--- src/rtl/alu_uart_if.sv ---
// -----------------------------------------------------------------------------
// alu_uart_if
// Glue between a UART receiver/transmitter pair and a combinational ALU.
// Three received bytes are forwarded in turn as operand A, operand B and the
// opcode, each with its own one-hot load strobe. The ALU result is then
// captured and handed to the transmitter, which is started once it is idle.
//
// Ports
//   i_clock       system clock, all state on the rising edge
//   i_reset       asynchronous active-low reset
//   i_rx_data     received byte, valid while i_rx_done=1
//   i_rx_done     one-cycle pulse per received byte
//   o_alu_data    operand/opcode byte to the ALU (held between strobes)
//   o_alu_valid   one-hot load strobe: bit0=A, bit1=B, bit2=opcode
//   i_alu_result  combinational ALU result
//   o_tx_data     result byte to the transmitter (held until next capture)
//   o_tx_start    one-cycle transmit request
//   i_tx_busy     transmitter busy; no start is issued while high
//   o_busy        high while a transaction executes or waits to be sent
//   o_overrun     sticky: a byte arrived while busy and was dropped
// -----------------------------------------------------------------------------
module alu_uart_if #(
    parameter int NB_DATA      = 8,
    parameter int NB_OPERATION = 6
) (
    input  logic               i_clock,
    input  logic               i_reset,
    input  logic [NB_DATA-1:0] i_rx_data,
    input  logic               i_rx_done,
    output logic [NB_DATA-1:0] o_alu_data,
    output logic [2:0]         o_alu_valid,
    input  logic [NB_DATA-1:0] i_alu_result,
    output logic [NB_DATA-1:0] o_tx_data,
    output logic               o_tx_start,
    input  logic               i_tx_busy,
    output logic               o_busy,
    output logic               o_overrun
);

    typedef enum logic [2:0] {
        WAIT_A  = 3'd0,
        WAIT_B  = 3'd1,
        WAIT_OP = 3'd2,
        EXEC    = 3'd3,
        CAPTURE = 3'd4,
        SEND    = 3'd5
    } state_t;

    state_t               state_r,    state_next_s;
    logic [NB_DATA-1:0]   alu_data_r, alu_data_next_s;
    logic [2:0]           valid_r,    valid_next_s;
    logic [NB_DATA-1:0]   tx_data_r,  tx_data_next_s;
    logic                 tx_start_r, tx_start_next_s;
    logic                 busy_r,     busy_next_s;
    logic                 overrun_r,  overrun_next_s;

    // Next-state and next-output decode; every output is registered from here.
    always_comb begin
        state_next_s    = state_r;
        alu_data_next_s = alu_data_r;
        valid_next_s    = 3'b000;
        tx_data_next_s  = tx_data_r;
        tx_start_next_s = 1'b0;
        overrun_next_s  = overrun_r;

        case (state_r)
            WAIT_A: begin
                if (i_rx_done) begin
                    alu_data_next_s = i_rx_data;
                    valid_next_s    = 3'b001;
                    state_next_s    = WAIT_B;
                end else begin
                    state_next_s    = WAIT_A;
                end
            end
            WAIT_B: begin
                if (i_rx_done) begin
                    alu_data_next_s = i_rx_data;
                    valid_next_s    = 3'b010;
                    state_next_s    = WAIT_OP;
                end else begin
                    state_next_s    = WAIT_B;
                end
            end
            WAIT_OP: begin
                if (i_rx_done) begin
                    // Whole byte goes out untouched; the ALU decodes only the
                    // low opcode field, the upper bits ride along unchanged.
                    alu_data_next_s = {i_rx_data[NB_DATA-1:NB_OPERATION],
                                       i_rx_data[NB_OPERATION-1:0]};
                    valid_next_s    = 3'b100;
                    state_next_s    = EXEC;
                end else begin
                    state_next_s    = WAIT_OP;
                end
            end
            EXEC: begin
                // ALU latches the opcode on this edge; result is valid next cycle.
                state_next_s = CAPTURE;
                if (i_rx_done) begin
                    overrun_next_s = 1'b1;
                end else begin
                    overrun_next_s = overrun_r;
                end
            end
            CAPTURE: begin
                tx_data_next_s = i_alu_result;
                state_next_s   = SEND;
                if (i_rx_done) begin
                    overrun_next_s = 1'b1;
                end else begin
                    overrun_next_s = overrun_r;
                end
            end
            SEND: begin
                if (!i_tx_busy) begin
                    tx_start_next_s = 1'b1;
                    state_next_s    = WAIT_A;
                end else begin
                    state_next_s    = SEND;
                end
                if (i_rx_done) begin
                    overrun_next_s = 1'b1;
                end else begin
                    overrun_next_s = overrun_r;
                end
            end
            default: begin
                state_next_s = WAIT_A;
            end
        endcase

        // Busy is registered from the next state so it lines up with the state.
        busy_next_s = (state_next_s == EXEC) || (state_next_s == CAPTURE) ||
                      (state_next_s == SEND);
    end

    // State and output registers.
    always_ff @(posedge i_clock or negedge i_reset) begin
        if (!i_reset) begin
            state_r    <= WAIT_A;
            alu_data_r <= {NB_DATA{1'b0}};
            valid_r    <= 3'b000;
            tx_data_r  <= {NB_DATA{1'b0}};
            tx_start_r <= 1'b0;
            busy_r     <= 1'b0;
            overrun_r  <= 1'b0;
        end else begin
            state_r    <= state_next_s;
            alu_data_r <= alu_data_next_s;
            valid_r    <= valid_next_s;
            tx_data_r  <= tx_data_next_s;
            tx_start_r <= tx_start_next_s;
            busy_r     <= busy_next_s;
            overrun_r  <= overrun_next_s;
        end
    end

    assign o_alu_data  = alu_data_r;
    assign o_alu_valid = valid_r;
    assign o_tx_data   = tx_data_r;
    assign o_tx_start  = tx_start_r;
    assign o_busy      = busy_r;
    assign o_overrun   = overrun_r;

endmodule

--- config.mk ---
export PLATFORM = sky130hd
export DESIGN_NAME = alu_uart_if
export DESIGN_NICKNAME = d
export VERILOG_FILES = /design/src/rtl/alu_uart_if.sv
export SDC_FILE = /design/constraint.sdc
export NUM_CORES = 1
export LEC_CHECK = 0
export CORE_MARGIN = 5
export CORE_UTILIZATION = 41
export CTS_BUF_LIST = sky130_fd_sc_hd__clkbuf_16
export CTS_CLUSTER_SIZE = 14
export DETAILED_ROUTE_END_ITERATION = 8
export PLACE_DENSITY = 0.85
export SYNTH_ARGS = -nofsm -noshare
export SYNTH_HDL_FRONTEND = slang
export SYNTH_SLANG_ARGS = --single-unit
--- constraint.sdc ---
create_clock -name i_clock -period 1.4 [get_ports i_clock]
set_input_delay 0.42 -clock i_clock [delete_from_list [all_inputs] [get_ports i_clock]]
set_output_delay 0.42 -clock i_clock [all_outputs]
set_load 0.02 [all_outputs]
# Word level (Yosys, flattened, before mapping)
# Cells that the tools add are included.
# word_totals
regBits	25
latchBits	0
mem_bits_rw	0
mem_bits_ro	0
inputBits	20
out_inout_bits	22
wordCells	32
memories	0
# op_classes
addsub	0
mul	0
div	0
order_cmp	0
n_eq_ne	8
shift	0
muxes	10
n_bitwise	0
reduce_logical	7
# op_table
operator	count
$pmux 3 s6	1
$eq 3x3->1 const B	4
$eq 3x2->1 const B	3
$pmux 3 s3	1
$mux 3	2
$reduce_or 3->1	2
$mux 1	4
$mux 2	2
$reduce_and 2->1	2
$eq 3x1->1 const B	1
$logic_not 3->1	1
$logic_or 1x1->1	2

# Logic depth before layout (Yosys ltp)
# depth
depth_word	5
ltp_mapped	4
ltp_nobuf	3

# Least setup slack after synthesis
# No wires, ideal clock.
# synth_path
path_type	register to register
from	reg state_r[2]
to	reg alu_data_r[0], in the netlist o_alu_data[0]
setup_time_ns	0.125
t_arrival_ns	1.153
required_ns	1.275
slack_ns	0.121
path_stages_with_launch	5
path_buffers	1
period_less_slack_ns	1.279
path_cell_list	dfrtp_1 nand2b_4 a21o_1 buf_6 mux2_4
# synth_via
elab_chain_cells	3
word_cells_on_any_way	5
classes_between	eq/ne (2); reduce/logical (3)
# synth_lines
element	line	source
from (decl)	49	state_t state_r, state_next_s;
from (signal assigned)	149	state_r <= state_next_s;
$eq 3x2->1, or another cell as far along	66	case (state_r)
$reduce_or 3->1 (no line) *	n/a	
$reduce_and 2->1 (no line) *	n/a	
to (signal assigned)	142	alu_data_r <= {NB_DATA{1'b0}};
to (signal assigned)	150	alu_data_r <= alu_data_next_s;
to (decl)	50	logic [NB_DATA-1:0] alu_data_r, alu_data_next_s;
# Mark *: on every way between the ends. The rest lies on a longest branch, timed or not.
# A chain may end at the register's enable or synchronous reset.

# Final worst setup path
# layout_path
from	reg tx_data_r[6], in the netlist o_tx_data[6]
to	out o_tx_data[6]
# layout_rtl
element	line	source
from (decl)	52	logic [NB_DATA-1:0] tx_data_r, tx_data_next_s;
from (signal assigned)	144	tx_data_r <= {NB_DATA{1'b0}};
from (signal assigned)	152	tx_data_r <= tx_data_next_s;
to (decl)	33	output logic [NB_DATA-1:0] o_tx_data,
# No word-level cell between the ends.

==> impl_metrics.json <==
{
  "rsz0062_at_grt": "no",
  "max_freq_mhz": 728,
  "netlist_area_sq_um": 1020,
  "ys.warnings.count": 0,
  "fin_crit_sh_pct": 98.1,
  "fill_cells": 194,
  "drive_gt1_share_pct": 27.4,
  "status": "finished clean",
  "p_leak_nw": 0.749,
  "cts_made_buffers": 3,
  "crit_path_cell_trace": "dlygate4sd2_1",
  "yosysUniqueCellTypes": 18,
  "critPathMaxStageDelay_ns": 0.38,
  "synth_flop_cell": "dfrtp_1",
  "die_w_um": 59.8,
  "critical_path_arrival_ns": 0.95,
  "fin_area_sq_um": 1590,
  "rows": 18,
  "cts_setup_buffers": 0,
  "synth_top_cell_area_share_pct": 61.6,
  "clk_pin_slew_worst_paths_ns": 0.06,
  "clk_path_buf_depth": 2,
  "cts_tree": "built",
  "fin_crit_ns": 1.37,
  "vias_per_cell": 4.82,
  "synth.ff_latch_count": 25,
  "syn2layout_area_growth_pct": 56.3,
  "synth_nets": 88,
  "crit_slowest_cell": "dfrtp_1",
  "overflow": 0,
  "cp_data_required_time_ns": 0.98,
  "path_max_fanout": 2,
  "grt_start_max_net_pins": 26,
  "holdBufCountCts": 0,
  "diodes": 0,
  "cellPowerDensity_nw_per_um2": 2220,
  "drc": 0,
  "endpoint_kind": "primary output",
  "ios": 42,
  "async_reset_ff_share_pct": 100,
  "peakVddDrop_uv": 1350,
  "synthCells": 68,
  "avgSynthCellArea_sq_um": 14.9,
  "insertion_delay_ns": 0.25,
  "antenna_found_initial": 0,
  "synth_edf_count": 0,
  "core_sq_um": 2430,
  "synthTopCellsByCount": "25 x dfrtp_1, 8 x mux2_2, 8 x mux2_4",
  "critPathTopFamily": "flip-flops",
  "die_h_um": 59.8,
  "postLayoutCoreUtil_pct": 65.3,
  "grt_pass1_vias": 781,
  "root_buffer": "clkbuf_16",
  "drt-initial-drc-count": 7,
  "synthTopCellsByArea": "dfrtp_1 62%, mux2_4 12%, mux2_2 8.9%, a21o_1 3.0%, nor3b_1 2.2%",
  "globalplace.congestion": 0.783,
  "htree_levels": 1,
  "slew_headroom_pct": 79.4,
  "wl_per_cell_um": 14.7,
  "routed_wl_um": 2150,
  "synth_top_cell_by_area": "dfrtp_1",
  "vias": 709,
  "cp_num_cells": 1,
  "layout.nets": 138,
  "tightest_slew_ns": 0.305,
  "hold_class": "flop to flop",
  "start_util_pct": 41.8,
  "fin_total_pwr_mw": 3.53,
  "min_path_cells": 1,
  "worstSetupPathType": "flop to primary output",
  "slew_violations": 0,
  "grt_pass1_wl_um": 3750,
  "die-area_sq_um": 3570,
  "numPortBuffers": 41,
  "skew_ns": 0.00150,
  "grt.total_usage_pct": 13.9,
  "r2r_cells": 3,
  "dpl.hpwl_um": 1730,
  "yosysMostFrequentCell": "dfrtp_1",
  "cap_violations": 0,
  "ant_nets": 0,
  "cts_sinks": 25,
  "place_area_sq_um": 1510,
  "dr.pass1.iters": 4,
  "critPathBufInv": 1,
  "start_kind": "flop",
  "yosysSeqAreaShare_pct": 61.6,
  "finalHoldViolCount": 0,
  "finalSetupViolations": 0
}
[flip-flops by register name (all words and copies together) (netlist names)]
register and cells:
o_alu_data 8, o_alu_valid 3, o_busy 1, o_overrun 1, o_tx_data 8, o_tx_start 1, state_r 3
[power breakdown]
part | leakage [nW] | internal, mW | switching, mW
Clock | 0.0409 | 0.383 | 0.218
Sequential | 0.301 | 1.05 | 0.208
Combinational | 0.407 | 0.879 | 0.799
[cell families after synthesis]
group / synth area share (%)
AO/OA/AOI/OAI: 5.17
buffers and inverters: 2.59
flip-flops: 61.6
multiplexers: 20.7
AND/OR/NAND/NOR: 9.97
[layout make-up]
cell class | instances | area, sq um | share of cell area [%]
sequential | 25 | 627 | 39.5
timing repair buffer | 48 | 457 | 28.8
multi-input combinational | 38 | 379 | 23.9
clock buffer | 3 | 75.1 | 4.73
tap | 30 | 37.5 | 2.36
inverter | 2 | 7.51 | 0.473
clock inverter | 1 | 5.00 | 0.315
[placed cells by master, fill, tap and decap left out]
| cell | Yosys | routed |
|---|---|---|
| dfrtp_1 | 25 | 24 |
| clkbuf_16 | 0 | 3 |
| nand3b_1 | 2 | 2 |
| clkinv_2 | 0 | 1 |
| o21ai_0 | 1 | 1 |
| nor3b_1 | 3 | 3 |
| buf_12 | 0 | 1 |
| dlygate4sd2_1 | 0 | 15 |
| nor4bb_1 | 1 | 1 |
| mux2_4 | 8 | 8 |
| a21oi_1 | 2 | 2 |
| inv_1 | 2 | 2 |
| mux2_2 | 8 | 8 |
| dfrtp_2 | 0 | 1 |
| clkdlybuf4s50_1 | 0 | 18 |
| clkdlybuf4s15_1 | 0 | 8 |
| nor3_1 | 1 | 1 |
| nand2_1 | 3 | 3 |
| a21o_4 | 0 | 1 |
| nor2_4 | 1 | 1 |
| nand2b_4 | 1 | 2 |
| nand2b_1 | 2 | 1 |
| a21o_1 | 4 | 3 |
| o211ai_1 | 1 | 1 |
| buf_4 | 0 | 6 |
[per-layer routing]
metal  global-route usage [%]  part of all wire (%)
met1                     16.7                    38
met2                     24.2                    55
met3                     3.89                   5.9
met4                     3.48                  0.37
met5                        0                     0
[repair_timing]
action | 4_1_cts | 5_1_grt
endpoints found under the setup margin | 30 | 16
hold endpoints to repair | 0 | 0
gates cloned | 0 | 0
pin swaps | 0 | 1
resized for setup | 25 | 10
[through the flow]
| step | setup TNS (ns) | instances | hold WS, ns | setup slack (ns) |
|---|---|---|---|---|
| floorplan | 0 | 68 | 0.124 | 0.121 |
| global placement | -3.31 | 143 | 0.445 | -0.388 |
| detailed placement | -3.94 | 143 | 0.448 | -0.442 |
| CTS | 0 | 147 | 0.459 | 0.00233 |
| global route | 0 | 147 | 0.504 | 0.000626 |
| finish | 0 | 147 | 0.451 | 0.0270 |
[path summary, 6_finish.rpt]
check / start / end / slack (ns)
setup reg to reg: state_r[1]$_DFF_PN0_ / o_tx_data[6]$_DFFE_PN0N_ / 0.07
min in group asynchronous: i_reset / o_alu_valid[1]$_DFF_PN0_ / 0.52
setup / recovery: o_tx_data[6]$_DFFE_PN0N_ / o_tx_data[6] / 0.03
hold reg to reg: o_overrun$_DFFE_PN0P_ / o_overrun$_DFFE_PN0P_ / 0.45
hold / removal: o_overrun$_DFFE_PN0P_ / o_overrun$_DFFE_PN0P_ / 0.45
max in group asynchronous: i_reset / state_r[1]$_DFF_PN0_ / 0.73
[worst reg2reg max path, cell delays in order, from the launching register on]
cell and delay, ns:
dfrtp_2 0.45, nand2b_4 0.17, nor2_4 0.23, mux2_2 0.37
Note: power is estimated with default switching activity, not from simulation.
